==> config.mk <==
export PLATFORM = sky130hd
export DESIGN_NAME = div_share_arbiter
export DESIGN_NICKNAME = d
export VERILOG_FILES = /design/src/rtl/div_share_arbiter.sv
export SDC_FILE = /design/constraint.sdc
export NUM_CORES = 1
export LEC_CHECK = 0
export CAP_MARGIN = 30
export CORE_AREA = 5 5 115 117
export DETAILED_ROUTE_END_ITERATION = 10
export DIE_AREA = 0 0 120 122
export PLACE_DENSITY = 0.76
export SYNTH_ARGS = -nofsm -noshare
export SYNTH_HDL_FRONTEND = slang
export SYNTH_SLANG_ARGS = --single-unit
==> constraint.sdc <==
create_clock -name clk -period 2.5 [get_ports clk]
set_input_delay 0.25 -clock clk [delete_from_list [all_inputs] [get_ports clk]]
set_output_delay 0.25 -clock clk [all_outputs]
set_load 0.01 [all_outputs]
==> src/rtl/div_share_arbiter.sv <==
// div_share_arbiter: lets the two EXM lanes of the dual-issue core share one
// multi-cycle divider. Requests are serialised with lane 0 (the older
// instruction) first; each lane's result is held in a register with its ok
// flag until the lane pair advances or is flushed.
//
// Handshake: reqX is a level held until advance. The arbiter grants once per
// instruction by pulsing div_start with the winner's operands; the divider
// answers with exactly one div_done pulse per div_start. okX stays high from the
// cycle after that lane's div_done until the cycle after advance or flush.
module div_share_arbiter #(
    parameter int W = 32
) (
    input  logic         clk,
    input  logic         reset,
    input  logic         req0,
    input  logic         mod0,
    input  logic         uns0,
    input  logic [W-1:0] a0,
    input  logic [W-1:0] b0,
    input  logic         req1,
    input  logic         mod1,
    input  logic         uns1,
    input  logic [W-1:0] a1,
    input  logic [W-1:0] b1,
    input  logic         advance,
    input  logic         flush,
    output logic [W-1:0] res0,
    output logic         ok0,
    output logic [W-1:0] res1,
    output logic         ok1,
    output logic         div_start,
    output logic         div_mod,
    output logic         div_uns,
    output logic [W-1:0] div_a,
    output logic [W-1:0] div_b,
    input  logic         div_done,
    input  logic [W-1:0] div_result,
    output logic [1:0]   dbg_state
);

    typedef enum logic [1:0] {
        IDLE  = 2'd0,
        BUSY0 = 2'd1,
        BUSY1 = 2'd2,
        DRAIN = 2'd3
    } state_t;

    state_t state;
    state_t state_nxt;
    logic   done0;
    logic   done1;
    logic   grant0;
    logic   grant1;

    assign ok0       = done0;
    assign ok1       = done1;
    assign dbg_state = state;

    // Grant arbitration, divider command outputs and next-state selection.
    always_comb begin
        state_nxt = state;
        grant0    = 1'b0;
        grant1    = 1'b0;
        div_start = 1'b0;
        div_mod   = 1'b0;
        div_uns   = 1'b0;
        div_a     = '0;
        div_b     = '0;
        case (state)
            IDLE: begin
                // No grant while the pair leaves or is flushed: the request
                // still visible this cycle belongs to the departing instruction.
                if (!advance && !flush) begin
                    if (req0 && !done0) begin
                        grant0    = 1'b1;
                        state_nxt = BUSY0;
                    end else if (req1 && !done1) begin
                        grant1    = 1'b1;
                        state_nxt = BUSY1;
                    end
                end
            end
            BUSY0, BUSY1: begin
                // A done coinciding with flush is simply dropped, so nothing
                // is left to drain.
                if (div_done) begin
                    state_nxt = IDLE;
                end else if (flush) begin
                    state_nxt = DRAIN;
                end
            end
            DRAIN: begin
                if (div_done) begin
                    state_nxt = IDLE;
                end
            end
            default: state_nxt = IDLE;
        endcase
        if (grant0) begin
            div_start = 1'b1;
            div_mod   = mod0;
            div_uns   = uns0;
            div_a     = a0;
            div_b     = b0;
        end else if (grant1) begin
            div_start = 1'b1;
            div_mod   = mod1;
            div_uns   = uns1;
            div_a     = a1;
            div_b     = b1;
        end
    end

    // State register.
    always_ff @(posedge clk or posedge reset) begin
        if (reset) begin
            state <= IDLE;
        end else begin
            state <= state_nxt;
        end
    end

    // Per-lane result capture; advance or flush retires the held results.
    always_ff @(posedge clk or posedge reset) begin
        if (reset) begin
            done0 <= 1'b0;
            done1 <= 1'b0;
            res0  <= '0;
            res1  <= '0;
        end else if (flush || advance) begin
            done0 <= 1'b0;
            done1 <= 1'b0;
        end else if (div_done) begin
            if (state == BUSY0) begin
                res0  <= div_result;
                done0 <= 1'b1;
            end else if (state == BUSY1) begin
                res1  <= div_result;
                done1 <= 1'b1;
            end
        end
    end

endmodule

==> summary.md <==
| Metric | Value |
|---|---|
| Result of the run | `complete, no violations` |
| DIE HEIGHT | `about 120 um` |
| Syn_area_per_cell | `between 10 and 15 sq um` |
| Delay of the slowest cell on the worst path | `0.56 ns` |
| Per-cell routed wire length | `roughly 24 um` |
| Portion of total power attributed to combinational logic | `between 40% and 50%` |
| Wire length of the first global-routing pass | `between 20000 and 25000 um` |
| Vias in the first global route | `3786` |
| Final setup fails | `0` |
| Ordered list of cells on the worst path | `inv_2 > ha_4 > and4_4 > buf_12 > a22o_1 > clkdlybuf4s50_1` |
| Post-synthesis register bit count | `68` |
| Number of slew-limit violations in the final report | `0` |
| Insertion delay of the later-clocked pin in the worst-skew pair | `roughly 0.32 ns` |
| Max Fclk | `a little over 400 MHz` |
| CTS Hold Bufs | `0` |
| Layout Area Growth over Synthesis | `103%` |
| Placed standard-cell area | `about 0.0067 sq mm` |
| CP Max Fanout | `32` |
| Cells after synthesis | `approximately 250` |
| Internal power component | `about 4500 uW` |
| Via density per instance | `4.93` |
| Number of DRC markers in iteration 0 | `~180` |
| Buffers plus inverters on the worst setup path | `3` |
| Grt ovf | `0` |
| Initial Utilization | `roughly 29%` |
| Final WL | `~17000 um` |
| Net switching power | `about 1900 uW` |
| Final antenna-violating net count | `0` |
| Number of library cell types mapped by synthesis | `24` |
| RSZ-0062 raised after global routing | `no` |
| Critical path data arrival time | `around 2.2 ns` |
| Max capacitance violation total | `0` |
| Detailed-router iteration count before antenna repair | `4` |
| Count of input and output buffers | `around 310` |
| Number of buffers created by CTS | `9` |
| Total core area | `0.0123 sq mm` |
| Maximum clock path buffer count | `2` |
| FP Rows | `41` |
| Buffer type at the clock tree root | `sky130_fd_sc_hd__clkbuf_16` |
| Total standard cell area after synthesis | `0.00354 sq mm` |
| Post-route DRC violation count | `0` |
| Placed wire-length estimate after detailed placement | `around 13000 um` |
| Final Instance Area | `0.00717 sq mm` |
| Sequential group share of total power | `approximately 31%` |
| Final critical delay including setup and external delays | `around 2.4 ns` |
| Syn. warnings | `0` |
| Net switching share of the total power | `between 20% and 30%` |
| Leak pwr | `0.00321 uW` |
| Layout Cells excl Fill | `713` |
| Startpoint Class | `register` |
| Kind of critical path | `reg2out` |
| Full die area | `around 0.015 sq mm` |
| Seq/Total Area, Yosys | `48.1%` |
| Final-stage net count | `733` |
| Top delay family on crit path | `buffers and inverters` |
| Hold Fails Final Rpt | `0` |
| Worst Tran Pin Value | `~0.68 ns` |
| Routed via count | `~3500` |
| Total I/O pin count | `around 310` |
| Pin count of the biggest net entering global routing | `69` |
| Share of the clock period used by the worst path after layout | `a little over nine tenths` |
| Clock Pin Slew Worst Setup and Hold Paths | `roughly 0.05 ns` |
| Diode count | `0` |
| Share of total power in the clock network | `21.2%` |
| Initial antenna violation count | `3` |
| Maximum level of the CTS H-tree | `3` |
| Global routing usage summed across all routing layers | `approximately 22%` |
| CP max stage cell | `sky130_fd_sc_hd__clkdlybuf4s50_1` |
| Crit path required time | `approximately 2.3 ns` |
| TritonCTS clock tree | `yes` |
| Worst-case clock skew | `between 0.004 and 0.005 ns` |
| CTS sink cnt | `68` |
| Hold Crit Class | `in2async` |
| Placed insts | `just under 700` |
| Power density over cell area | `887 mW/mm^2` |
| Global placer's final weighted congestion | `between 0.9 and 1` |
| Total nets after synthesis | `428` |
| CP Capture Type | `output port` |
| Relative slew slack | `roughly 55%` |
| Maximum resistive drop on vdd | `between 800 and 900 uV` |
| Overall die width | `~120 um` |
| Share of layout cells above drive strength 1 | `14.6%` |
| Sum of negative setup slack | `0 ns` |
## power groups by stage
| stage | combinational (uW) | sequential (uW) | clock, uW |
|---|---|---|---|
| 2_1_floorplan | 949 | 2190 | 0 |
| 3_3_place_gp | 2930 | 1930 | 0 |
| 3_5_place_dp | 2980 | 1970 | 0 |
| 4_1_cts | 3080 | 1960 | 1370 |
| 5_1_grt | 3210 | 2030 | 1430 |
| 6_report | 3050 | 1960 | 1350 |
## layer usage
layer	vias to the layer above	track usage, %	wire [um]
li1	1576	-	-
met5	-	0	34
met2	185	40.4	9050
met3	18	8.40	1710
met4	6	6.08	258
met1	1730	23.6	6000
## cells by family (layout without fill, tap and decap cells)
group	count (synthesis)	count (layout)	share of synthesized area, %
AO/OA/AOI/OAI	75	75	18.2
flip-flops	68	68	48.1
multiplexers	64	64	23.4
buffers and inverters	28	338	5.91
AND/OR/NAND/NOR	14	14	2.90
adder cells (fa/ha/maj)	4	4	1.41
## metrics by stage
step	utilization (%)	worst slack [ns]	power, uW	hold WS (ns)
final	58.5	0.0607	6360	0.309
after global routing	58.5	0.00261	6680	0.361
after CTS	58.3	0.0196	6420	0.334
after detailed placement	54.8	-0.0524	4950	0.481
after global placement	54.8	-0.0540	4860	0.474
after floorplan	-	0.538	3140	0.382
## path summary, 6_finish.rpt
kind	start	end	slack, ns	cells after the start
min in group clk	res1[11]	res1[11]	0.49	1
worst min-delay path	reset	dbg_state[1]	0.31	3
worst max-delay path	dbg_state[1]	div_b[14]	0.06	6
worst min register to register	res1[11]	res1[11]	0.49	1
max in group asynchronous	reset	res0[22]	1.88	3
worst max register to register	dbg_state[0]	res1[22]	0.44	4
## registers in the layout, indices dropped and copies added (netlist names)
| signal | count |
|---|---|
| ok0 | 1 |
| dbg_state | 2 |
| res0 | 32 |
| res1 | 32 |
| ok1 | 1 |
## worst reg2reg max path, delay by kind of cell, from the launching register on
kind	cells	cell delay (ns)
buffers and inverters	1	0.16
flip-flops	1	0.38
multiplexers	1	0.57
adder cells (fa/ha/maj)	1	0.21
AND/OR/NAND/NOR	1	0.61
## cell type report
type / count / area, sq um
clock buffers: 12 / 246
clock inverters: 4 / 72.6
fillers: 1013 / 5090
inverters: 5 / 18.8
multi-input cells: 157 / 1690
flip-flops and latches: 68 / 1700
well taps: 150 / 188
repair buffers: 317 / 3260
## synthesized netlist by cell type
cell                       number  area [sq um]
sky130_fd_sc_hd__o21ai_0        1          5.00
sky130_fd_sc_hd__o31ai_1        1          7.51
sky130_fd_sc_hd__a211oi_1       2          15.0
sky130_fd_sc_hd__nor2_4         1          11.3
sky130_fd_sc_hd__and3_1         2          12.5
sky130_fd_sc_hd__mux2_1        22           248
sky130_fd_sc_hd__or2_1          1          6.26
sky130_fd_sc_hd__dfrtp_1       68          1700
sky130_fd_sc_hd__buf_2         11          55.1
sky130_fd_sc_hd__inv_1          5          18.8
sky130_fd_sc_hd__and4_1         1          8.76
sky130_fd_sc_hd__nand4b_4       1          23.8
sky130_fd_sc_hd__a221oi_1       2          17.5
sky130_fd_sc_hd__mux2_4        29           435
sky130_fd_sc_hd__nand2_1        3          11.3
sky130_fd_sc_hd__buf_6         12           135
sky130_fd_sc_hd__mux2_2        13           146
sky130_fd_sc_hd__o21a_1         1          7.51
sky130_fd_sc_hd__nor2_1         1          3.75
sky130_fd_sc_hd__nand2b_1       2          12.5
sky130_fd_sc_hd__ha_1           4          50.1
sky130_fd_sc_hd__a21o_1         2          15.0
sky130_fd_sc_hd__a22o_1        66           578
sky130_fd_sc_hd__nor2b_1        2          12.5
## layout by cell type, fill, tap and decap left out, types with 2 or more instances in the layout
cell,synthesis,final
sky130_fd_sc_hd__inv_1,5,2
sky130_fd_sc_hd__a211oi_1,2,2
sky130_fd_sc_hd__buf_4,0,5
sky130_fd_sc_hd__inv_2,0,3
sky130_fd_sc_hd__ha_1,4,3
sky130_fd_sc_hd__a22o_4,0,4
sky130_fd_sc_hd__bufbuf_16,0,2
sky130_fd_sc_hd__a221oi_1,2,2
sky130_fd_sc_hd__clkbuf_16,0,9
sky130_fd_sc_hd__a22o_1,66,62
sky130_fd_sc_hd__nand2_1,3,3
sky130_fd_sc_hd__mux2_2,13,13
sky130_fd_sc_hd__mux2_4,29,29
sky130_fd_sc_hd__dlygate4sd2_1,0,15
sky130_fd_sc_hd__dfrtp_1,68,68
sky130_fd_sc_hd__dlymetal6s2s_1,0,8
sky130_fd_sc_hd__buf_12,0,5
sky130_fd_sc_hd__clkbuf_1,0,2
sky130_fd_sc_hd__mux2_1,22,22
sky130_fd_sc_hd__clkdlybuf4s50_1,0,282
sky130_fd_sc_hd__nand2b_1,2,2
sky130_fd_sc_hd__bufinv_16,0,2
sky130_fd_sc_hd__a21o_1,2,2
## timing repair
action	CTS	global route
gates cloned	2	0
gates resized for setup	26	8
setup endpoints to repair	67	8
endpoints found under the hold margin	0	0
buffers inserted	2	0
Note: power is estimated with default switching activity, not from simulation.
